$ cat src/rtl/alarm_beeper.sv
// alarm_beeper: watches the countdown timer, detects expiry (run flag falls
// while the seconds value is zero) and drives a passive buzzer with grouped
// beeps: BEEP_COUNT tone bursts per group, a silent gap, up to GROUPS groups.
// A key-up acknowledge or a timer restart silences it.
//
// Ports:
//   CLK        system clock
//   CLR        asynchronous active-low reset
//   CE         global clock enable; all state holds while low
//   MS_CE      1 ms tick, one CLK wide
//   IS_RUNNING countdown timer running flag
//   SECS       countdown timer remaining seconds
//   ACK        OR of debounced key-up pulses, one CLK wide
//   BUZZ       buzzer square wave
//   ALARM      high while the alarm sequence is active
//   BEEPING    high during a tone burst
module alarm_beeper #(
    parameter int unsigned SECS_BITS        = 16,
    parameter int unsigned TONE_HALF_PERIOD = 25000,
    parameter int unsigned BEEP_ON_MS       = 200,
    parameter int unsigned BEEP_OFF_MS      = 200,
    parameter int unsigned BEEP_COUNT       = 3,
    parameter int unsigned GROUP_GAP_MS     = 1000,
    parameter int unsigned GROUPS           = 10
) (
    input  logic                 CLK,
    input  logic                 CLR,
    input  logic                 CE,
    input  logic                 MS_CE,
    input  logic                 IS_RUNNING,
    input  logic [SECS_BITS-1:0] SECS,
    input  logic                 ACK,
    output logic                 BUZZ,
    output logic                 ALARM,
    output logic                 BEEPING
);

    localparam int unsigned MS_MAX0 = (BEEP_ON_MS > BEEP_OFF_MS) ? BEEP_ON_MS : BEEP_OFF_MS;
    localparam int unsigned MS_MAX  = (MS_MAX0 > GROUP_GAP_MS) ? MS_MAX0 : GROUP_GAP_MS;
    localparam int unsigned MS_W    = $clog2(MS_MAX + 1);
    localparam int unsigned TONE_W  = (TONE_HALF_PERIOD > 1) ? $clog2(TONE_HALF_PERIOD) : 1;
    localparam int unsigned BEEP_W  = $clog2(BEEP_COUNT + 1);
    localparam int unsigned GRP_W   = $clog2(GROUPS + 1);

    localparam logic [MS_W-1:0]   ON_LAST   = MS_W'(BEEP_ON_MS - 1);
    localparam logic [MS_W-1:0]   OFF_LAST  = MS_W'(BEEP_OFF_MS - 1);
    localparam logic [MS_W-1:0]   GAP_LAST  = MS_W'(GROUP_GAP_MS - 1);
    localparam logic [TONE_W-1:0] TONE_LAST = TONE_W'(TONE_HALF_PERIOD - 1);

    typedef enum logic [1:0] {IDLE, ON, OFF, GAP} state_t;

    state_t            state;
    logic              running_q;
    logic [MS_W-1:0]   ms_cnt;
    logic [TONE_W-1:0] tone_cnt;
    logic [BEEP_W-1:0] beep_cnt;
    logic [GRP_W-1:0]  grp_cnt;
    logic              expire;
    logic              restart;

    always_comb begin
        expire  = running_q & ~IS_RUNNING & (SECS == '0);
        restart = ~running_q & IS_RUNNING;
    end

    always_ff @(posedge CLK or negedge CLR) begin
        if (!CLR) begin
            state     <= IDLE;
            running_q <= 1'b0;
            ms_cnt    <= '0;
            tone_cnt  <= '0;
            beep_cnt  <= '0;
            grp_cnt   <= '0;
            BUZZ      <= 1'b0;
            ALARM     <= 1'b0;
            BEEPING   <= 1'b0;
        end else if (CE) begin
            running_q <= IS_RUNNING;

            // Outputs follow the registered state, one cycle behind the decision.
            ALARM   <= (state != IDLE);
            BEEPING <= (state == ON);

            // Tone runs only while in ON; any other state clears it so a new
            // burst always starts from a low half-period.
            if (state == ON) begin
                if (tone_cnt == TONE_LAST) begin
                    tone_cnt <= '0;
                    BUZZ     <= ~BUZZ;
                end else begin
                    tone_cnt <= tone_cnt + 1'b1;
                end
            end else begin
                tone_cnt <= '0;
                BUZZ     <= 1'b0;
            end

            case (state)
                IDLE: begin
                    if (expire && !ACK) begin
                        state    <= ON;
                        ms_cnt   <= '0;
                        beep_cnt <= '0;
                        grp_cnt  <= '0;
                    end
                end
                ON: begin
                    if (ACK || restart) begin
                        state  <= IDLE;
                        ms_cnt <= '0;
                    end else if (MS_CE) begin
                        if (ms_cnt == ON_LAST) begin
                            ms_cnt   <= '0;
                            beep_cnt <= beep_cnt + 1'b1;
                            if (32'(beep_cnt) + 32'd1 < BEEP_COUNT) state <= OFF;
                            else                                    state <= GAP;
                        end else begin
                            ms_cnt <= ms_cnt + 1'b1;
                        end
                    end
                end
                OFF: begin
                    if (ACK || restart) begin
                        state  <= IDLE;
                        ms_cnt <= '0;
                    end else if (MS_CE) begin
                        if (ms_cnt == OFF_LAST) begin
                            ms_cnt <= '0;
                            state  <= ON;
                        end else begin
                            ms_cnt <= ms_cnt + 1'b1;
                        end
                    end
                end
                GAP: begin
                    if (ACK || restart) begin
                        state  <= IDLE;
                        ms_cnt <= '0;
                    end else if (MS_CE) begin
                        if (ms_cnt == GAP_LAST) begin
                            ms_cnt  <= '0;
                            grp_cnt <= grp_cnt + 1'b1;
                            if (32'(grp_cnt) + 32'd1 < GROUPS) begin
                                state    <= ON;
                                beep_cnt <= '0;
                            end else begin
                                state <= IDLE;
                            end
                        end else begin
                            ms_cnt <= ms_cnt + 1'b1;
                        end
                    end
                end
                default: begin
                    state  <= IDLE;
                    ms_cnt <= '0;
                end
            endcase
        end
    end

endmodule

$ cat config.mk
export PLATFORM = sky130hd
export DESIGN_NAME = alarm_beeper
export DESIGN_NICKNAME = d
export VERILOG_FILES = /design/src/rtl/alarm_beeper.sv
export SDC_FILE = /design/constraint.sdc
export NUM_CORES = 1
export LEC_CHECK = 0
export ABC_AREA = 0
export CORE_ASPECT_RATIO = 0.8
export CORE_UTILIZATION = 50
export CTS_BUF_LIST = sky130_fd_sc_hd__clkbuf_4 sky130_fd_sc_hd__clkbuf_8 sky130_fd_sc_hd__clkbuf_16
export CTS_CLUSTER_SIZE = 8
export DETAILED_ROUTE_END_ITERATION = 10
export PLACE_DENSITY = 0.75
export SETUP_SLACK_MARGIN = 0.2
export SKIP_CTS_REPAIR_TIMING = 1
export SLEW_MARGIN = 20
export SYNTH_ARGS = -nofsm -noshare
export SYNTH_HDL_FRONTEND = slang
export SYNTH_SLANG_ARGS = --single-unit
$ cat constraint.sdc
create_clock -name CLK -period 2 [get_ports CLK]
set_input_delay 0.4 -clock CLK [delete_from_list [all_inputs] [get_ports CLK]]
set_output_delay 0.4 -clock CLK [all_outputs]
set_load 0.03 [all_outputs]
# Word-level counts from Yosys, hierarchy flattened

Cells that the tools add are included.

Flip-flop bits (word level): 37
Bits in latches: 0
Memory bits (writable): 0
ROM bits: 0
Output and inout bits: 3
Logic and storage cells: 98
Memories: 0

Add/sub/neg operators: 6
Multipliers: 0
Divide/modulo/power cells: 0
Order comparisons: 2
Eq/ne operators: 22
Shift operators: 0
Mux-type cells: 39
Bitwise logic cells: 6
Reductions and logical operators: 14

Operator list:

| cell                  | count |
|---|---|
| $mux 10               | 7 |
| $mux 2                | 18 |
| $mux 15               | 2 |
| $pmux 10 s3           | 1 |
| $logic_not 16->1      | 1 |
| $mux 4                | 4 |
| $add 15x1->15 const B | 1 |
| $eq 15x15->1 const B  | 1 |
| $ne 2x2->1 const B    | 7 |
| $ne 3x3->1 const B    | 4 |
| $add 10x1->10 const B | 1 |
| $eq 10x10->1 const B  | 1 |
| $eq 10x8->1 const B   | 1 |
| $reduce_and 10->1     | 1 |
| $pmux 2 s4            | 1 |
| $pmux 4 s2            | 1 |
| $reduce_and 8->1      | 1 |
| $ne 3x1->1 const B    | 2 |
| $pmux 2 s3            | 1 |
| $reduce_and 6->1      | 1 |
| $add 4x1->5 const B   | 1 |
| $lt 5x4->1 const B    | 1 |
| $add 4x1->4 const B   | 1 |
| $eq 2x2->1 const B    | 2 |
| other kinds (18)      | 27 |

# Logic depth before layout (Yosys ltp)

Gate-level depths: netlist of the first run.

Depth after elaboration: 7
Mapped depth: 8
Depth with buffers taken out: 7

# Worst setup path before layout of the first run

No wires, ideal clock.

Path type: reg-to-reg
Start point: register grp_cnt[0]
End point: register beep_cnt[1]
Setup time: 128 ps
Arrival: 1834 ps
Data required time: 1872 ps
Setup slack: 39 ps
Cell stages (with the launch flop): 7
Path buffers: 0
Period minus slack after synthesis: 1961 ps
Cell sequence: dfrtp_1 -> ha_1 -> nand2b_1 -> a21oi_1 -> o21ai_1 -> a2111oi_4 -> mux2_1

Word-level cells in the longest chain between the ends: 4

RTL lines:

| element                            | line | RTL |
|---|---|---|
| start, declared                    | 57   | `logic [GRP_W-1:0] grp_cnt;` |
| start signal, assigned             | 142  | `grp_cnt <= grp_cnt + 1'b1;` |
| $add 4x1->5                        | 143  | `if (32'(grp_cnt) + 32'd1 < GROUPS) begin` |
| $lt 5x4->1                         | 143  |  |
| $ne 2x2->1 (no source line)        | --   |  |
| $reduce_and 10->1 (no source line) | --   |  |
| end signal, assigned               | 114  | `beep_cnt <= beep_cnt + 1'b1;` |
| end, declared                      | 56   | `logic [BEEP_W-1:0] beep_cnt;` |

No other way between the ends.
A chain may end at the register's enable or synchronous reset.

# Final worst setup path of the first run

Start point: register ms_cnt[1]
End point: register beep_cnt[1]

Word-level cells in the longest chain between the ends: 3
Elaborated cells between the ends (all ways): 5
Those cells by class: eq/ne (4); reduce/logical (1)

RTL lines:

| element                                                          | line     | RTL |
|---|---|---|
| start, declared                                                  | 54       | `logic [MS_W-1:0] ms_cnt;` |
| start signal, assigned                                           | 118      | `ms_cnt <= ms_cnt + 1'b1;` |
| start signal, assigned                                           | 131      | `ms_cnt <= ms_cnt + 1'b1;` |
| start signal, assigned                                           | 150      | `ms_cnt <= ms_cnt + 1'b1;` |
| $eq 10x8->1 / $eq 10x10->1 (equally long branches)               | 112, 140 |  |
| $ne 2x1->1 (no source line) / $ne 2x2->1 (equally long branches) | --       |  |
| $reduce_and 10->1 (no source line) *                             | --       |  |

Every way passes the cells marked *; elsewhere a longest branch is shown, timed or not.

==> results of run 1 <==
==> logic make-up after synthesis <==
kind of cell,synth area share (%)
AO/OA/AOI/OAI,16.9
XOR/XNOR,2.98
flip-flops,39.3
buffers and inverters,3.14
adder cells (fa/ha/maj),5.31
multiplexers,4.14
AND/OR/NAND/NOR,28.2
==> sequential cells by signal (all words and copies together) (netlist names) <==
signal / cells
ms_cnt: 10
state: 2
running_q: 1
ALARM: 1
beep_cnt: 2
tone_cnt: 15
grp_cnt: 4
BUZZ: 1
BEEPING: 1
==> layout by cell type, fill, tap and decap left out, types with 4 or more instances in the layout <==
cell | Yosys | layout
sky130_fd_sc_hd__nor2_1 | 28 | 27
sky130_fd_sc_hd__clkdlybuf4s50_1 | 0 | 4
sky130_fd_sc_hd__ha_1 | 10 | 4
sky130_fd_sc_hd__buf_4 | 1 | 30
sky130_fd_sc_hd__o21ai_0 | 14 | 14
sky130_fd_sc_hd__nor3_2 | 0 | 4
sky130_fd_sc_hd__clkbuf_8 | 0 | 5
sky130_fd_sc_hd__ha_2 | 0 | 5
sky130_fd_sc_hd__nand2_1 | 22 | 21
sky130_fd_sc_hd__inv_1 | 10 | 7
sky130_fd_sc_hd__dlymetal6s2s_1 | 0 | 19
sky130_fd_sc_hd__and3_1 | 9 | 9
sky130_fd_sc_hd__nor3_1 | 15 | 10
sky130_fd_sc_hd__nand3_1 | 11 | 10
sky130_fd_sc_hd__xnor2_1 | 5 | 5
sky130_fd_sc_hd__a221o_1 | 8 | 8
sky130_fd_sc_hd__mux2_2 | 4 | 4
sky130_fd_sc_hd__dfrtp_1 | 37 | 35
==> through the flow <==
stage / hold slack (ns) / instances / total power, mW / utilization (%) / TNS [ns]
floorplan: 0.104 / 248 / 1.73 / - / 0
global placement: 0.377 / 349 / 2.17 / 66.0 / -4.55
detailed placement: 0.380 / 349 / 2.20 / 66.0 / -5.04
CTS: 0.0592 / 357 / 2.73 / 68.0 / -0.633
global route: 0.0808 / 365 / 3.10 / 74.0 / -0.726
finish: 0.0477 / 365 / 2.94 / 74.0 / -0.0353
==> worst min-delay path by stage <==
stage	startpoint	endpoint	slack (ns)	depth (start not counted)
6_report	CLR	ms_cnt[2]$_DFFE_PN0P_	0.05	1
5_1_grt	CLR	ms_cnt[1]$_DFFE_PN0P_	0.08	1
4_1_cts	CLR	ms_cnt[2]$_DFFE_PN0P_	0.06	1
3_5_place_dp	CLR	tone_cnt[10]$_DFFE_PN0P_	0.38	1
3_3_place_gp	CLR	tone_cnt[10]$_DFFE_PN0P_	0.38	1
2_1_floorplan	CLR	ALARM$_DFFE_PN0P_	0.10	0
==> where the power goes <==
part,total (mW),internal [mW],switching [mW]
logic,1.44,0.672,0.773
registers,0.961,0.856,0.105
clock network,0.531,0.241,0.290
total,2.94,1.77,1.17
==> cell type report <==
class	count	area (um2)	share of cell area [%]
multi-input combinational	196	1530	47.5
sequential	37	928	28.9
timing repair buffer	57	559	17.4
tap	57	71.3	2.22
clock buffer	5	68.8	2.15
inverter	10	37.5	1.17
clock inverter	3	17.5	0.546
==> Yosys cell counts (all sizes together), types with 4 or more instances <==
cell / n
nor2: 28
a221o: 8
o21ai: 16
and3: 9
ha: 10
nor4b: 7
dfrtp: 37
xnor2: 5
nor4: 4
a21oi: 4
nor3: 15
nand2: 22
inv: 10
buf: 4
mux2: 6
nand3: 11
or2: 4
==> routing by layer <==
| metal | track usage [%] | vias to the layer above | wire [um] |
|---|---|---|---|
| met5 | 0 | - | 0 |
| met4 | 9.95 | 0 | 83 |
| met3 | 4.64 | 10 | 245 |
| met2 | 33.2 | 70 | 2920 |
| met1 | 34.5 | 1077 | 2970 |
| li1 | - | 1038 | - |
==> metrics, run 1 <==
run status finished with violations; violated checks negative setup slack; area enclosed by the die boundary approximately 5000 um2; total via count in the routed design around 2,200; type of the worst setup path reg -> reg; area of the mapped netlist 2350 um2; number of warning messages in the yosys log 0; pins over their slew limit 0; synthesized flop and latch total 37; dominant cell type by area after synthesis sky130_fd_sc_hd__dfrtp_1; cell types with the largest area share after synthesis sky130_fd_sc_hd__dfrtp_1, sky130_fd_sc_hd__ha_1, sky130_fd_sc_hd__nor2_1, sky130_fd_sc_hd__nand2_1, sky130_fd_sc_hd__a221o_1; core area roughly 4300 um2; final RePlAce weighted congestion approximately 0.88; Overflow after GRT 0; prevailing post-synth register cell sky130_fd_sc_hd__dfrtp_1; reg2reg path depth 6; final setup violation count 2; startpoint type of the worst setup path flop; total number of H-tree levels 2; worst max-slew margin expressed relative to the limit between 60 and 70%; r2r startpoint ms_cnt[1]$_DFFE_PN0P_; Net count, final ~340; clk root buf sky130_fd_sc_hd__clkbuf_8; highest fanout seen on the critical path 3; clk sinks 37; Period Utilization, post-route 102%; final wirelength 6.22 mm; Die Span Y 63.4 um; buffer depth of the longest clock path 2; FFs w/ async S/R, synth 100%; RSZ-0062 raised after global routing true; Total Routing Usage GR 23.4%; wire length of the first global-routing pass 9.03 mm; number of standard cells after synthesis 248; diodes inserted 0; insertion delay of the later-clocked pin in the worst-skew pair ~0.30 ns; DRC marker count from the first detailed-route iteration approximately 140; sequential element share of the synthesized area 39.3%; antenna violations before repair 0; path class of the lowest-slack min-delay path in -> async; vias in the first global route around 2,000; worst slew pin tran 0.470 ns; worst-case setup margin in the final layout -0.0325 ns; Clock Skews between 0.008 and 0.009 ns; delay of the slowest critical-path stage approximately 0.42 ns; Avg Vias per Cell between 6 and 7; quantity of I/O buffers inserted on ports 24; number of buffers created by CTS 5; Clk pin slew, worst setup/hold paths ~0.08 ns; worst-case setup slack after placement -0.388 ns; arrival time of the worst setup path ~2.2 ns; endpoint of the worst-slack reg-to-reg timing path beep_cnt[1]$_DFFE_PN0P_; num rows 21; final-report hold violation count 0; post-route cell area approximately 3200 um2; pin count of the biggest net entering global routing 20; share of post-route cells with drive strength above 1 a little under a third; max-cap viol count 0; number of design rule violations left after detail routing 0; CTS tree done; total iterations of the first detailed-routing run 5; LEAKAGE 1.52 nW; series of cell instances along the critical path ha_2, nand2_2, nor4b_4, o21ai_2, a2111oi_4, mux2_1; post-route minimum period 2.03 ns; largest voltage drop on the vdd net roughly 0.00092 V; WL per Instance 17.0 um; horizontal die dimension slightly below 80 um; logic depth of the worst path, buffers included 6; count of flip-flops with a built-in enable after synthesis 0; HPWL reported at the end of detailed placement 3.96 mm; average cell area after synthesis roughly 9.5 um2; crit path launch ms_cnt[1]$_DFFE_PN0P_; cell type of the slowest stage on the worst timing path sky130_fd_sc_hd__a2111oi_4; minimum setup slack among reg-to-reg paths -0.03 ns; Initial Util a little over half; number of placed I/O pins 25; pwr/cell area about 900 nW/um2; sum of buffers and inverters on the critical path 0; post-synth net total 280; fill count roughly 310; required time worst endpoint roughly 2.2 ns; highest attainable clock frequency 492 MHz; area share of the leading cell type in the synthesized netlist 39.3%; endpoint of the worst setup timing path beep_cnt[1]$_DFFE_PN0P_; remaining antenna violation count after routing 0; number of distinct library cells after synthesis 50; capturing element type of the critical path flop; total placed instance area roughly 2900 um2; Area Overhead vs Synth 36.2%; family with the most delay on the worst path compound AO/OA/AOI/OAI gates
Note: power is estimated with default switching activity, not from simulation.
==> run 2, diff against run 1 <==
--- a/config.mk
+++ b/config.mk
@@ -11,7 +11,7 @@
 export CTS_BUF_LIST = sky130_fd_sc_hd__clkbuf_4 sky130_fd_sc_hd__clkbuf_8 sky130_fd_sc_hd__clkbuf_16
 export CTS_CLUSTER_SIZE = 8
 export DETAILED_ROUTE_END_ITERATION = 10
-export PLACE_DENSITY = 0.75
+export PLACE_DENSITY = 0.84
 export SETUP_SLACK_MARGIN = 0.2
 export SKIP_CTS_REPAIR_TIMING = 1
 export SLEW_MARGIN = 20
==> constraint.sdc (replaced) <==
create_clock -name CLK -period 2 [get_ports CLK]
set_input_delay 0.3 -clock CLK [delete_from_list [all_inputs] [get_ports CLK]]
set_output_delay 0.3 -clock CLK [all_outputs]
set_load 0.03 [all_outputs]
==> run 2 against run 1 <==
Against the previous run:
- critical endpoint unchanged
- critical path depth is 1 lower
- the flow still finishes with violations (negative setup slack)
- clock-buffer cell count is 1 higher
- clock power is 31% higher
- sequential share of layout area is 0.57 points lower
- largest cell class unchanged
- routed wire length is 23% higher
- core utilization is 1.6 points higher
- first-iteration DRC count is 120% higher
- highest routed layer unchanged
- global-route usage is 2.9 points higher
- cell count is 1.1% higher
- combinational power is 5% higher
==> metrics, run 2 (same netlist as run 1, synthesis figures left out) <==
run status finished with violations (unchanged); violated checks negative setup slack (unchanged); Overflow after GRT 0 (unchanged); horizontal die dimension 78.7 um (unchanged); antenna violations before repair 0 (unchanged); quantity of I/O buffers inserted on ports 24 (unchanged); pin count of the biggest net entering global routing 24 (was 20); Net count, final 343 (was 339); total placed instance area 2850 um2 (was 2860 um2); WL per Instance 20.8 um (was 17.0 um); Clk pin slew, worst setup/hold paths 0.08 ns (about the same); total via count in the routed design 2,477 (was 2,195); highest fanout seen on the critical path 4 (was 3); most common cell after layout, fill and taps aside sky130_fd_sc_hd__dfrtp_1 (unchanged); area enclosed by the die boundary 4990 um2 (unchanged); remaining antenna violation count after routing 0 (unchanged); num rows 21 (unchanged); Largest register FFs 15 (unchanged); vias in the first global route 2,246 (was 2,013); startpoint type of the worst setup path flop (unchanged); worst-case setup margin in the final layout -0.122 ns (was -0.0325 ns); worst max-slew margin expressed relative to the limit 66.1% (was 68.7%); final-report hold violation count 0 (unchanged); worst hold margin 0.362 ns (was 0.0477 ns); max-cap viol count 0 (unchanged); pins over their slew limit 0 (unchanged); cell type of the slowest stage on the worst timing path sky130_fd_sc_hd__a2111oi_4 (unchanged); number of placed I/O pins 25 (unchanged); r2r startpoint ms_cnt[3]$_DFFE_PN0P_ (was ms_cnt[1]$_DFFE_PN0P_); pwr/cell area 974 nW/um2 (was 916 nW/um2); register with the most flip-flops tone_cnt (unchanged); required time worst endpoint 2.17 ns (was 2.18 ns); sum of buffers and inverters on the critical path 0 (unchanged); Area Overhead vs Synth 39.2% (was 36.2%); worst-case setup slack after placement -0.316 ns (was -0.388 ns); Die Span Y 63.4 um (unchanged); buffer depth of the longest clock path 2 (unchanged); largest voltage drop on the vdd net 0.000703 V (was 0.000915 V); Clock Skews 0.0125 ns (was 0.00893 ns); wire length of the first global-routing pass 10.1 mm (was 9.03 mm); series of cell instances along the critical path and4bb_2, nor4b_4, o21ai_2, a2111oi_4, mux2_1 (was ha_2, nand2_2, nor4b_4, o21ai_2, a2111oi_4, mux2_1); post-route cell area 3280 um2 (was 3210 um2); LEAKAGE 1.40 nW (was 1.52 nW); CTS tree done (unchanged); highest attainable clock frequency 471 MHz (was 492 MHz); path class of the lowest-slack min-delay path in -> reg (was in -> async); final wirelength 7.66 mm (was 6.22 mm); total number of H-tree levels 2 (unchanged); final setup violation count 12 (was 2); type of the worst setup path reg -> reg (unchanged); crit path launch ms_cnt[3]$_DFFE_PN0P_ (was ms_cnt[1]$_DFFE_PN0P_); RSZ-0062 raised after global routing true (unchanged); DRC marker count from the first detailed-route iteration 299 (was 138); core area 4340 um2 (unchanged); fill count 237 (was 312); delay of the slowest critical-path stage 0.43 ns (was 0.42 ns); capturing element type of the critical path flop (unchanged); share of post-route cells with drive strength above 1 31.7% (was 30.2%); Total Routing Usage GR 26.3% (was 23.4%); utilization after layout 75.6% (was 74.0%); clk root buf sky130_fd_sc_hd__clkbuf_8 (unchanged); Avg Vias per Cell 6.71 (was 6.01); biggest regs tone_cnt: 15 flops, ms_cnt: 10 flops, grp_cnt: 4 flops (unchanged); family with the most delay on the worst path simple AND/OR/NAND/NOR gates (was compound AO/OA/AOI/OAI gates); post-route minimum period 2.12 ns (was 2.03 ns); Initial Util 54.3% (unchanged); number of buffers created by CTS 5 (unchanged); worst hold start IS_RUNNING; diodes inserted 0 (unchanged); HPWL reported at the end of detailed placement 4.29 mm (was 3.96 mm); commonest cells after routing, fill and taps aside sky130_fd_sc_hd__dfrtp_1, sky130_fd_sc_hd__buf_4, sky130_fd_sc_hd__nor2_1 (unchanged); arrival time of the worst setup path 2.29 ns (was 2.21 ns); worst slew pin tran 0.505 ns (was 0.470 ns); clk sinks 37 (unchanged); final RePlAce weighted congestion 0.900 (was 0.883); total iterations of the first detailed-routing run 6 (was 5); number of design rule violations left after detail routing 0 (unchanged); Period Utilization, post-route 106% (was 102%); insertion delay of the later-clocked pin in the worst-skew pair 0.30 ns (about the same)
[run 2: cell count changes in the layout (fill, tap and decap cells not counted), sizes merged]
| cell | before | now |
|---|---|---|
| buf | 34 | 37 |
| clkinv | 2 | 0 |
| clkbuf | 5 | 7 |
| dlygate4sd3 | 0 | 1 |
| clkdlybuf4s50 | 4 | 20 |
| dlymetal6s2s | 19 | 3 |
| bufinv | 0 | 1 |
| or2 | 5 | 4 |
[run 2: worst paths after layout]
kind | slack, ns | cells after the start | endpoint
worst max-delay path | -0.12 | 5 | beep_cnt[1]$_DFFE_PN0P_
worst max register to register | -0.12 | 5 | beep_cnt[1]$_DFFE_PN0P_
max in group asynchronous | 1.01 | 3 | ms_cnt[8]$_DFFE_PN0P_
worst min register to register | 0.51 | 1 | BEEPING$_DFFE_PN0P_
min in group asynchronous | 0.48 | 2 | grp_cnt[3]$_DFFE_PN0P_
worst min-delay path | 0.36 | 2 | running_q$_DFFE_PN0P_
[run 2: layout make-up]
cell class                      instances  area, um2  area share (%)
Sequential cell                        37        930            28.4
Clock buffer                            6       82.6            2.52
Multi-Input combinational cell        195       1560            47.5
Tap cell                               57       71.3            2.18
Clock inverter                          2       37.5            1.15
Timing Repair Buffer                   62        562            17.1
Inverter                               10       37.5            1.15
[run 2: metrics by stage]
step                power (mW)  instances  TNS (ns)
floorplan                 1.71        248         0
global placement          2.13        351     -2.69
detailed placement        2.17        351     -3.92
CTS                       2.87        359    -0.154
global route              3.30        369     -1.18
finish                    3.19        369    -0.603
[run 2: layer usage]
metal | share of wire, % | up-vias | global-route usage, %
met1 | 39 | 1172 | 35.6
met5 | 0 | - | 0
met3 | 9.3 | 54 | 5.51
li1 | - | 1047 | -
met2 | 47 | 204 | 40.5
met4 | 4.9 | 0 | 11.6
[run 2: where the power goes]
| part | switching [mW] | internal (mW) |
|---|---|---|
| clock | 0.289 | 0.406 |
| sequential | 0.131 | 0.856 |
| combinational | 0.848 | 0.660 |
| total | 1.27 | 1.92 |
[run 2: worst register-to-register path: stages (launching register included)]
cell and delay (ns):
sky130_fd_sc_hd__dfrtp_1 0.40, sky130_fd_sc_hd__and4bb_2 0.35, sky130_fd_sc_hd__nor4b_4 0.30, sky130_fd_sc_hd__o21ai_2 0.12, sky130_fd_sc_hd__a2111oi_4 0.43, sky130_fd_sc_hd__mux2_1 0.38
==> run 3, diff against run 2 <==
--- a/config.mk
+++ b/config.mk
@@ -11,6 +11,7 @@
 export CTS_BUF_LIST = sky130_fd_sc_hd__clkbuf_4 sky130_fd_sc_hd__clkbuf_8 sky130_fd_sc_hd__clkbuf_16
 export CTS_CLUSTER_SIZE = 8
 export DETAILED_ROUTE_END_ITERATION = 10
+export HOLD_SLACK_MARGIN = 0.03
 export PLACE_DENSITY = 0.84
 export SETUP_SLACK_MARGIN = 0.2
 export SKIP_CTS_REPAIR_TIMING = 1
==> results of run 3 <==
The final DEF is identical to that of run 2; final timing and power are the same.
